--- src/rtl/sc_roadfighter_pkg.sv ---
// Shared Road Fighter definitions: phase and FSM encodings, time bracket bounds, phase decode.
package sc_roadfighter_pkg;

  typedef enum logic [2:0] {
    PH_0 = 3'd0,
    PH_1 = 3'd1,
    PH_2 = 3'd2,
    PH_3 = 3'd3,
    PH_4 = 3'd4
  } phase_e;

  typedef enum logic [1:0] {
    ST_IDLE = 2'd0,
    ST_RUN  = 2'd1,
    ST_DONE = 2'd2
  } state_e;

  localparam int unsigned BOUND_P0     = 10;
  localparam int unsigned BOUND_P1     = 17;
  localparam int unsigned BOUND_P2     = 32;
  localparam int unsigned BOUND_P3     = 40;
  localparam int unsigned BOUND_P4     = 60;
  localparam int unsigned END_TIME_DEF = 61;

  // Times past the last bracket stay in phase 4; the end condition is decoded separately.
  function automatic phase_e decodePhase(input logic [31:0] t);
    if (t <= BOUND_P0)      return PH_0;
    else if (t <= BOUND_P1) return PH_1;
    else if (t <= BOUND_P2) return PH_2;
    else if (t <= BOUND_P3) return PH_3;
    else                    return PH_4;
  endfunction

endpackage

--- src/rtl/sc_regtime_speed_step_if.sv ---
// Elapsed-time in / movement-step out bundle between the seconds register and the speed stepper.
interface sc_regtime_speed_step_if #(
  parameter int unsigned TIME_DATAWIDTH = 8
);
  logic                      SC_RegGENERAL_START_InHigh;
  logic [TIME_DATAWIDTH-1:0] SC_SpeedStep_TIME_InBUS;
  logic                      SC_SpeedStep_STEP_Out;
  logic [2:0]                SC_SpeedStep_PHASE_OutBUS;
  logic [15:0]               SC_SpeedStep_COUNT_OutBUS;
  logic                      SC_SpeedStep_DONE_Out;

  modport master (
    output SC_RegGENERAL_START_InHigh, SC_SpeedStep_TIME_InBUS,
    input  SC_SpeedStep_STEP_Out, SC_SpeedStep_PHASE_OutBUS,
           SC_SpeedStep_COUNT_OutBUS, SC_SpeedStep_DONE_Out
  );

  modport slave (
    input  SC_RegGENERAL_START_InHigh, SC_SpeedStep_TIME_InBUS,
    output SC_SpeedStep_STEP_Out, SC_SpeedStep_PHASE_OutBUS,
           SC_SpeedStep_COUNT_OutBUS, SC_SpeedStep_DONE_Out
  );
endinterface

--- src/rtl/sc_step_prescaler.sv ---
// Step prescaler: counts to a loadable period and flags the terminal cycle; clear has priority.
module sc_step_prescaler #(
  parameter int unsigned CNT_W = 25
) (
  input  logic             SC_RegGENERAL_CLOCK_50,
  input  logic             SC_RegGENERAL_RESET_InHigh,
  input  logic [CNT_W-1:0] period,
  input  logic             clear,
  input  logic             enable,
  output logic             tcPulse_c
);

  logic [CNT_W-1:0] cnt;

  assign tcPulse_c = enable && !clear && (cnt == period - CNT_W'(1));

  always_ff @(posedge SC_RegGENERAL_CLOCK_50 or posedge SC_RegGENERAL_RESET_InHigh) begin
    if (SC_RegGENERAL_RESET_InHigh) begin
      cnt <= '0;
    end else if (clear) begin
      cnt <= '0;
    end else if (enable) begin
      cnt <= tcPulse_c ? '0 : cnt + CNT_W'(1);
    end
  end

endmodule

--- src/rtl/sc_regtime_speed_step.sv ---
// Speed stepper: decodes elapsed seconds into a speed phase and issues movement-step pulses.
module sc_regtime_speed_step
  import sc_roadfighter_pkg::*;
#(
  parameter int unsigned TIME_DATAWIDTH = 8,
  parameter int unsigned CNT_W          = 25,
  parameter int unsigned PERIOD_P0      = 17_500_000,
  parameter int unsigned PERIOD_P2      = 14_000_000,
  parameter int unsigned PERIOD_P4      = 10_000_000,
  parameter int unsigned END_TIME       = END_TIME_DEF
) (
  input logic              SC_RegGENERAL_CLOCK_50,
  input logic              SC_RegGENERAL_RESET_InHigh,
  sc_regtime_speed_step_if.slave speedIf
);

  logic [TIME_DATAWIDTH-1:0] timeVal;
  logic                      startVal;
  state_e                    state, nextState;
  phase_e                    phaseDec, phaseReg;
  logic                      endCond, phaseChange, holdPhase;
  logic                      preEnable, preClear, tcPulse_c;
  logic [CNT_W-1:0]          period;
  logic                      stepReg, doneReg;
  logic [15:0]               countReg;

  assign timeVal     = speedIf.SC_SpeedStep_TIME_InBUS;
  assign startVal    = speedIf.SC_RegGENERAL_START_InHigh;
  assign phaseDec    = decodePhase(32'(timeVal));
  assign endCond     = 32'(timeVal) >= END_TIME;
  assign phaseChange = (phaseReg != phaseDec);
  assign holdPhase   = (phaseReg == PH_1) || (phaseReg == PH_3);

  always_comb begin
    period = CNT_W'(PERIOD_P0);
    case (phaseReg)
      PH_2:    period = CNT_W'(PERIOD_P2);
      PH_4:    period = CNT_W'(PERIOD_P4);
      default: period = CNT_W'(PERIOD_P0);
    endcase
  end

  // Next state; a pause request outranks the end of race.
  always_comb begin
    nextState = state;
    preEnable = 1'b0;
    case (state)
      ST_IDLE: if (startVal) nextState = ST_RUN;
      ST_RUN: begin
        if (!startVal)    nextState = ST_IDLE;
        else if (endCond) nextState = ST_DONE;
      end
      ST_DONE: if (!startVal) nextState = ST_IDLE;
      default: nextState = ST_IDLE;
    endcase
    // Counting only while staying in RUN on a settled, active phase; anything else restarts it.
    preEnable = (state == ST_RUN) && (nextState == ST_RUN) && !phaseChange && !holdPhase;
  end

  assign preClear = !preEnable;

  sc_step_prescaler #(.CNT_W(CNT_W)) uPrescaler (
    .SC_RegGENERAL_CLOCK_50     (SC_RegGENERAL_CLOCK_50),
    .SC_RegGENERAL_RESET_InHigh (SC_RegGENERAL_RESET_InHigh),
    .period                     (period),
    .clear                      (preClear),
    .enable                     (preEnable),
    .tcPulse_c                  (tcPulse_c)
  );

  always_ff @(posedge SC_RegGENERAL_CLOCK_50 or posedge SC_RegGENERAL_RESET_InHigh) begin
    if (SC_RegGENERAL_RESET_InHigh) begin
      state    <= ST_IDLE;
      phaseReg <= PH_0;
      stepReg  <= 1'b0;
      doneReg  <= 1'b0;
      countReg <= '0;
    end else begin
      state   <= nextState;
      stepReg <= tcPulse_c;
      doneReg <= (nextState == ST_DONE);
      if (state != ST_DONE) phaseReg <= phaseDec;
      if (state == ST_IDLE && nextState == ST_RUN) countReg <= '0;
      else if (tcPulse_c && countReg != 16'hFFFF) countReg <= countReg + 16'd1;
    end
  end

  assign speedIf.SC_SpeedStep_STEP_Out     = stepReg;
  assign speedIf.SC_SpeedStep_PHASE_OutBUS = phaseReg;
  assign speedIf.SC_SpeedStep_COUNT_OutBUS = countReg;
  assign speedIf.SC_SpeedStep_DONE_Out     = doneReg;

endmodule

--- src/flat_wrapper.sv ---
// flat-port wrapper written by rule: the top's interface ports become plain ports
module sc_regtime_speed_step_flat import sc_roadfighter_pkg::*;
#(
  parameter int unsigned TIME_DATAWIDTH = 8,
  parameter int unsigned CNT_W          = 25,
  parameter int unsigned PERIOD_P0      = 17_500_000,
  parameter int unsigned PERIOD_P2      = 14_000_000,
  parameter int unsigned PERIOD_P4      = 10_000_000,
  parameter int unsigned END_TIME       = END_TIME_DEF
)
  (SC_RegGENERAL_CLOCK_50, SC_RegGENERAL_RESET_InHigh, speedIf_SC_RegGENERAL_START_InHigh, speedIf_SC_SpeedStep_TIME_InBUS, speedIf_SC_SpeedStep_STEP_Out, speedIf_SC_SpeedStep_PHASE_OutBUS, speedIf_SC_SpeedStep_COUNT_OutBUS, speedIf_SC_SpeedStep_DONE_Out);
  sc_regtime_speed_step_if #(.TIME_DATAWIDTH(TIME_DATAWIDTH)) speedIf_i ();
  input logic SC_RegGENERAL_CLOCK_50;
  input logic SC_RegGENERAL_RESET_InHigh;
  input wire logic [$bits(speedIf_i.SC_RegGENERAL_START_InHigh)-1:0] speedIf_SC_RegGENERAL_START_InHigh;
  input wire logic [$bits(speedIf_i.SC_SpeedStep_TIME_InBUS)-1:0] speedIf_SC_SpeedStep_TIME_InBUS;
  output wire logic [$bits(speedIf_i.SC_SpeedStep_STEP_Out)-1:0] speedIf_SC_SpeedStep_STEP_Out;
  output wire logic [$bits(speedIf_i.SC_SpeedStep_PHASE_OutBUS)-1:0] speedIf_SC_SpeedStep_PHASE_OutBUS;
  output wire logic [$bits(speedIf_i.SC_SpeedStep_COUNT_OutBUS)-1:0] speedIf_SC_SpeedStep_COUNT_OutBUS;
  output wire logic [$bits(speedIf_i.SC_SpeedStep_DONE_Out)-1:0] speedIf_SC_SpeedStep_DONE_Out;
  assign speedIf_i.SC_RegGENERAL_START_InHigh = speedIf_SC_RegGENERAL_START_InHigh;
  assign speedIf_i.SC_SpeedStep_TIME_InBUS = speedIf_SC_SpeedStep_TIME_InBUS;
  assign speedIf_SC_SpeedStep_STEP_Out = speedIf_i.SC_SpeedStep_STEP_Out;
  assign speedIf_SC_SpeedStep_PHASE_OutBUS = speedIf_i.SC_SpeedStep_PHASE_OutBUS;
  assign speedIf_SC_SpeedStep_COUNT_OutBUS = speedIf_i.SC_SpeedStep_COUNT_OutBUS;
  assign speedIf_SC_SpeedStep_DONE_Out = speedIf_i.SC_SpeedStep_DONE_Out;
  sc_regtime_speed_step #(.TIME_DATAWIDTH(TIME_DATAWIDTH), .CNT_W(CNT_W), .PERIOD_P0(PERIOD_P0), .PERIOD_P2(PERIOD_P2), .PERIOD_P4(PERIOD_P4), .END_TIME(END_TIME)) u_core (.SC_RegGENERAL_CLOCK_50(SC_RegGENERAL_CLOCK_50), .SC_RegGENERAL_RESET_InHigh(SC_RegGENERAL_RESET_InHigh), .speedIf(speedIf_i));
endmodule
--- config.mk ---
export PLATFORM = sky130hd
export DESIGN_NAME = sc_regtime_speed_step_flat
export DESIGN_NICKNAME = d
export VERILOG_FILES = /design/src/rtl/sc_roadfighter_pkg.sv /design/src/rtl/sc_regtime_speed_step_if.sv /design/src/rtl/sc_step_prescaler.sv /design/src/rtl/sc_regtime_speed_step.sv /design/src/flat_wrapper.sv
export SDC_FILE = /design/constraint.sdc
export NUM_CORES = 1
export LEC_CHECK = 0
export BUFFER_PORTS_ARGS = -buffer_cell sky130_fd_sc_hd__buf_2
export CORE_MARGIN = 1
export CORE_UTILIZATION = 55
export CTS_CLUSTER_SIZE = 30
export DETAILED_ROUTE_END_ITERATION = 16
export PLACE_DENSITY = 0.81
export SLEW_MARGIN = 25
export SYNTH_ARGS = -nofsm -noshare
export SYNTH_HDL_FRONTEND = slang
export SYNTH_HIERARCHICAL = 1
export SYNTH_SLANG_ARGS = --single-unit
--- constraint.sdc ---
create_clock -name SC_RegGENERAL_CLOCK_50 -period 18.3 [get_ports SC_RegGENERAL_CLOCK_50]
set_clock_uncertainty 0.2 [all_clocks]
set_input_delay 0.915 -clock SC_RegGENERAL_CLOCK_50 [delete_from_list [all_inputs] [get_ports SC_RegGENERAL_CLOCK_50]]
set_output_delay 0.915 -clock SC_RegGENERAL_CLOCK_50 [all_outputs]
set_load 0.01 [all_outputs]
==> impl_results.md <==
- Setup TNS: 0 ps
- Mux cell area share after synthesis: 1.90%
- Die height: 85.3 µm
- Num CTS Buffers: 5
- Global-route usage over all layers: 27.0%
- Worst R2R Path Depth: 16
- Post-CTS sizing: 0
- Minimum clock period after layout: 5780 ps
- Residual DRC count: 0
- Setup Buffers After CTS: 0
- Post-synth ARST share: 100%
- Tcrit/Tclk final: 31.6%
- Port-buffer cells: 31
- Xor and xnor area share after synthesis: 8.04%
- Yosys top cell area share: 31.5%
- CTS clk-pin slew, worst paths: 90 ps
- Achievable Freq: 0.173 GHz
- N_diodes: 0
- Setup violations, final: 0
- Pre-CTS WS: 12,340 ps
- Longest Clk Path Bufs: 2
- CTS Hold Bufs: 0
- Most frequent cells in the layout: dfrtp_1 (48), nand2_1 (47), conb_1 (41)
- Routed vias/inst: 6.28
- Hold Path Stages: 1
- Setup CP Type: reg -> reg
- Die width: 85.3 µm
- Leakage Power: 1.67 nW
- Adder-Cell Fraction of Synth Area: 0.985%
- RSZ-0062 raised after global routing: false
- IO Pins: 32
- Die area: 7270 µm²
- CP endpoint kind: register
- Yosys warns: 6
- Synth Area in Compound Gates: 18.8%
- Leading post-synthesis cells by cell area: dfrtp_1 (32%), nand2_1 (4.6%), xor2_1 (4.1%)
- Share of cells above drive strength 1: 12.3%
- Rel. slew slack: 33.4%
- Wire length per cell: 15.7 µm
- Synth-to-Final Area Change: 11.7%
- Core area: 6530 µm²
- Avg Inst Size Synth: 8.32 µm²
- Total power: 0.000212 W
- Initial antenna violation count: 0
- Hold Vio Cnt, Final: 0
- Main combinational cell family by area after synthesis: simple AND/OR/NAND/NOR gates
- Status: finished, final reports clean
- Final Core Density: 65.2%
- Via count: 3,761
- DRT Wirelength: 9390 µm
- Final setup margin: 12,520 ps
- PD cells: 49.9 nW/µm²
- H-tree Lvls: 2
- Min-delay worst type: reg -> reg
- Max Slew Vio Count: 0
- CTS sink count: 48
- Clk_lat worst skew: 300 ps
- Dpl cells: 591
- Number of routed nets with antenna violations: 0
- GP Congestion: 0.869
- Commonest non-fill, non-tap cell in the layout: dfrtp_1
- Count of non-filler cells in the finished layout: 599
- Post-synthesis simple-gate area fraction: 33.5%
- DRT Pass-1 Iters: 5
- Worst-path maximum fanout: 19
- Synth Cell Area: 3810 µm²
- NumNets Final: 535
- Row Count: 29
- Maximum VDD drop: 0.0365 mV
- Critical path required time: 18,330 ps
- Number of synthesized flops with an enable pin: 0
- Synth Register Bits: 48
- First-pass GRT wire length: 15,900 µm
- Worst EP arrival: 5810 ps
- Startpoint Class: register
- CTS tree: done
- Clock Root Buffer: clkbuf_8
- DP HPWL: 6810 µm
- Total gr overflow: 0
- Initial Util: 58.4%
- Post-synthesis sequential area ratio: 31.5%
- Largest net degree at the start of global routing: 30
- Cell variety after synth: 71
- Vias in the first global route: 3,481
- Cells after Synth: 458
- Worst Max-Slew Pin Slew: 989 ps
- Maxcap violations: 0
- Yosys top cell by area: dfrtp_1
- Synth Flop Type: dfrtp_1
- DRT iter0 DRCs: 285
[worst max-delay path, cell delays in order, from the launching register on]
cell and delay (ps):
dfrtp_1 450, nor3b_2 180, buf_4 240, inv_1 120, nand2_1 500, inv_1 460, nor4_4 680, nand3b_1 200
a21oi_1 190, a31oi_1 90, nor4_1 280, nand4_1 210, a2111oi_4 680, nand2_1 150, or4_4 470, or4_1 420
a21oi_1 170
[logic make-up (layout without fill, tap and decap cells)]
logic type / after synthesis / in the layout
fa+ha+maj: 3 / 3
simple gates: 215 / 215
flops: 48 / 48
compound gates: 107 / 107
mux: 7 / 7
buf+inv: 41 / 66
other cells: 2 / 41
xor+xnor: 35 / 35
[per-stage QoR]
step	area, µm²	hold WS [ps]
3_3_place_gp	4140	313
2_1_floorplan	3960	280
5_1_grt	4260	350
4_1_cts	4240	324
6_report	4260	329
3_5_place_dp	4150	312
[cell type report]
type                    count  area [µm²]
flip-flops and latches     48        1200
repair buffers             35         185
inverters                  23        86.3
clock inverters             1        7.51
multi-input cells         408        2590
clock buffers               7        86.3
well taps                  77        96.3
fillers                   543        2270
[state kept, by name, summed over array words and instances, names as in the netlist]
signal                                    cells
u_core/speedIf.SC_SpeedStep_COUNT_OutBUS     16
u_core/state                                  2
u_core/speedIf.SC_SpeedStep_DONE_Out          1
u_core/uPrescaler/cnt                        25
u_core/speedIf.SC_SpeedStep_STEP_Out          1
u_core/speedIf.SC_SpeedStep_PHASE_OutBUS      3
[report_power, final]
part           switching [W]  internal, W
Sequential        0.00000104     0.000107
Clock              0.0000369    0.0000308
Combinational      0.0000245    0.0000120
[routing by layer]
metal	part of all wire (%)	track usage, %	vias to the layer above
li1	-	-	1830
met5	0	0	-
met3	5.1	4.86	14
met2	49	45.7	116
met1	45	35.6	1801
met4	1.3	7.88	0
[path summary, 6_finish.rpt]
| check | from | to | slack (ps) |
|---|---|---|---|
| setup reg to reg | u_core/speedIf.SC_SpeedStep_PHASE_OutBUS[2] | u_core/speedIf.SC_SpeedStep_COUNT_OutBUS[13] | 12520 |
| min in group asynchronous | SC_RegGENERAL_RESET_InHigh | u_core/uPrescaler/cnt[13] | 490 |
| max in group asynchronous | SC_RegGENERAL_RESET_InHigh | u_core/speedIf.SC_SpeedStep_COUNT_OutBUS[8] | 16750 |
| hold / removal | u_core/state[1] | u_core/state[0] | 330 |
| setup / recovery | u_core/speedIf.SC_SpeedStep_PHASE_OutBUS[2] | u_core/speedIf.SC_SpeedStep_COUNT_OutBUS[13] | 12520 |
| hold reg to reg | u_core/state[1] | u_core/state[0] | 330 |
[Yosys cell counts (4+ instances only)]
cell type and count:
dfrtp_1 48, nand2_1 47, nand3_1 30, o21ai_0 25, inv_1 23, nand4_1 21
nor3_1 21, a21oi_1 19, xor2_1 18, xnor2_1 17, nor2_1 16, a31oi_1 12
or4_1 11, clkbuf_1 10, or3_1 10, o31ai_1 8, nor4_1 7, and3_1 6
nand3b_1 6, mux2i_1 5, nor3b_1 5, nand2b_1 4, nor2b_1 4, o2111ai_1 4
o211ai_1 4, o22ai_1 4, o311ai_0 4
Power figures use the tool's default switching activity.
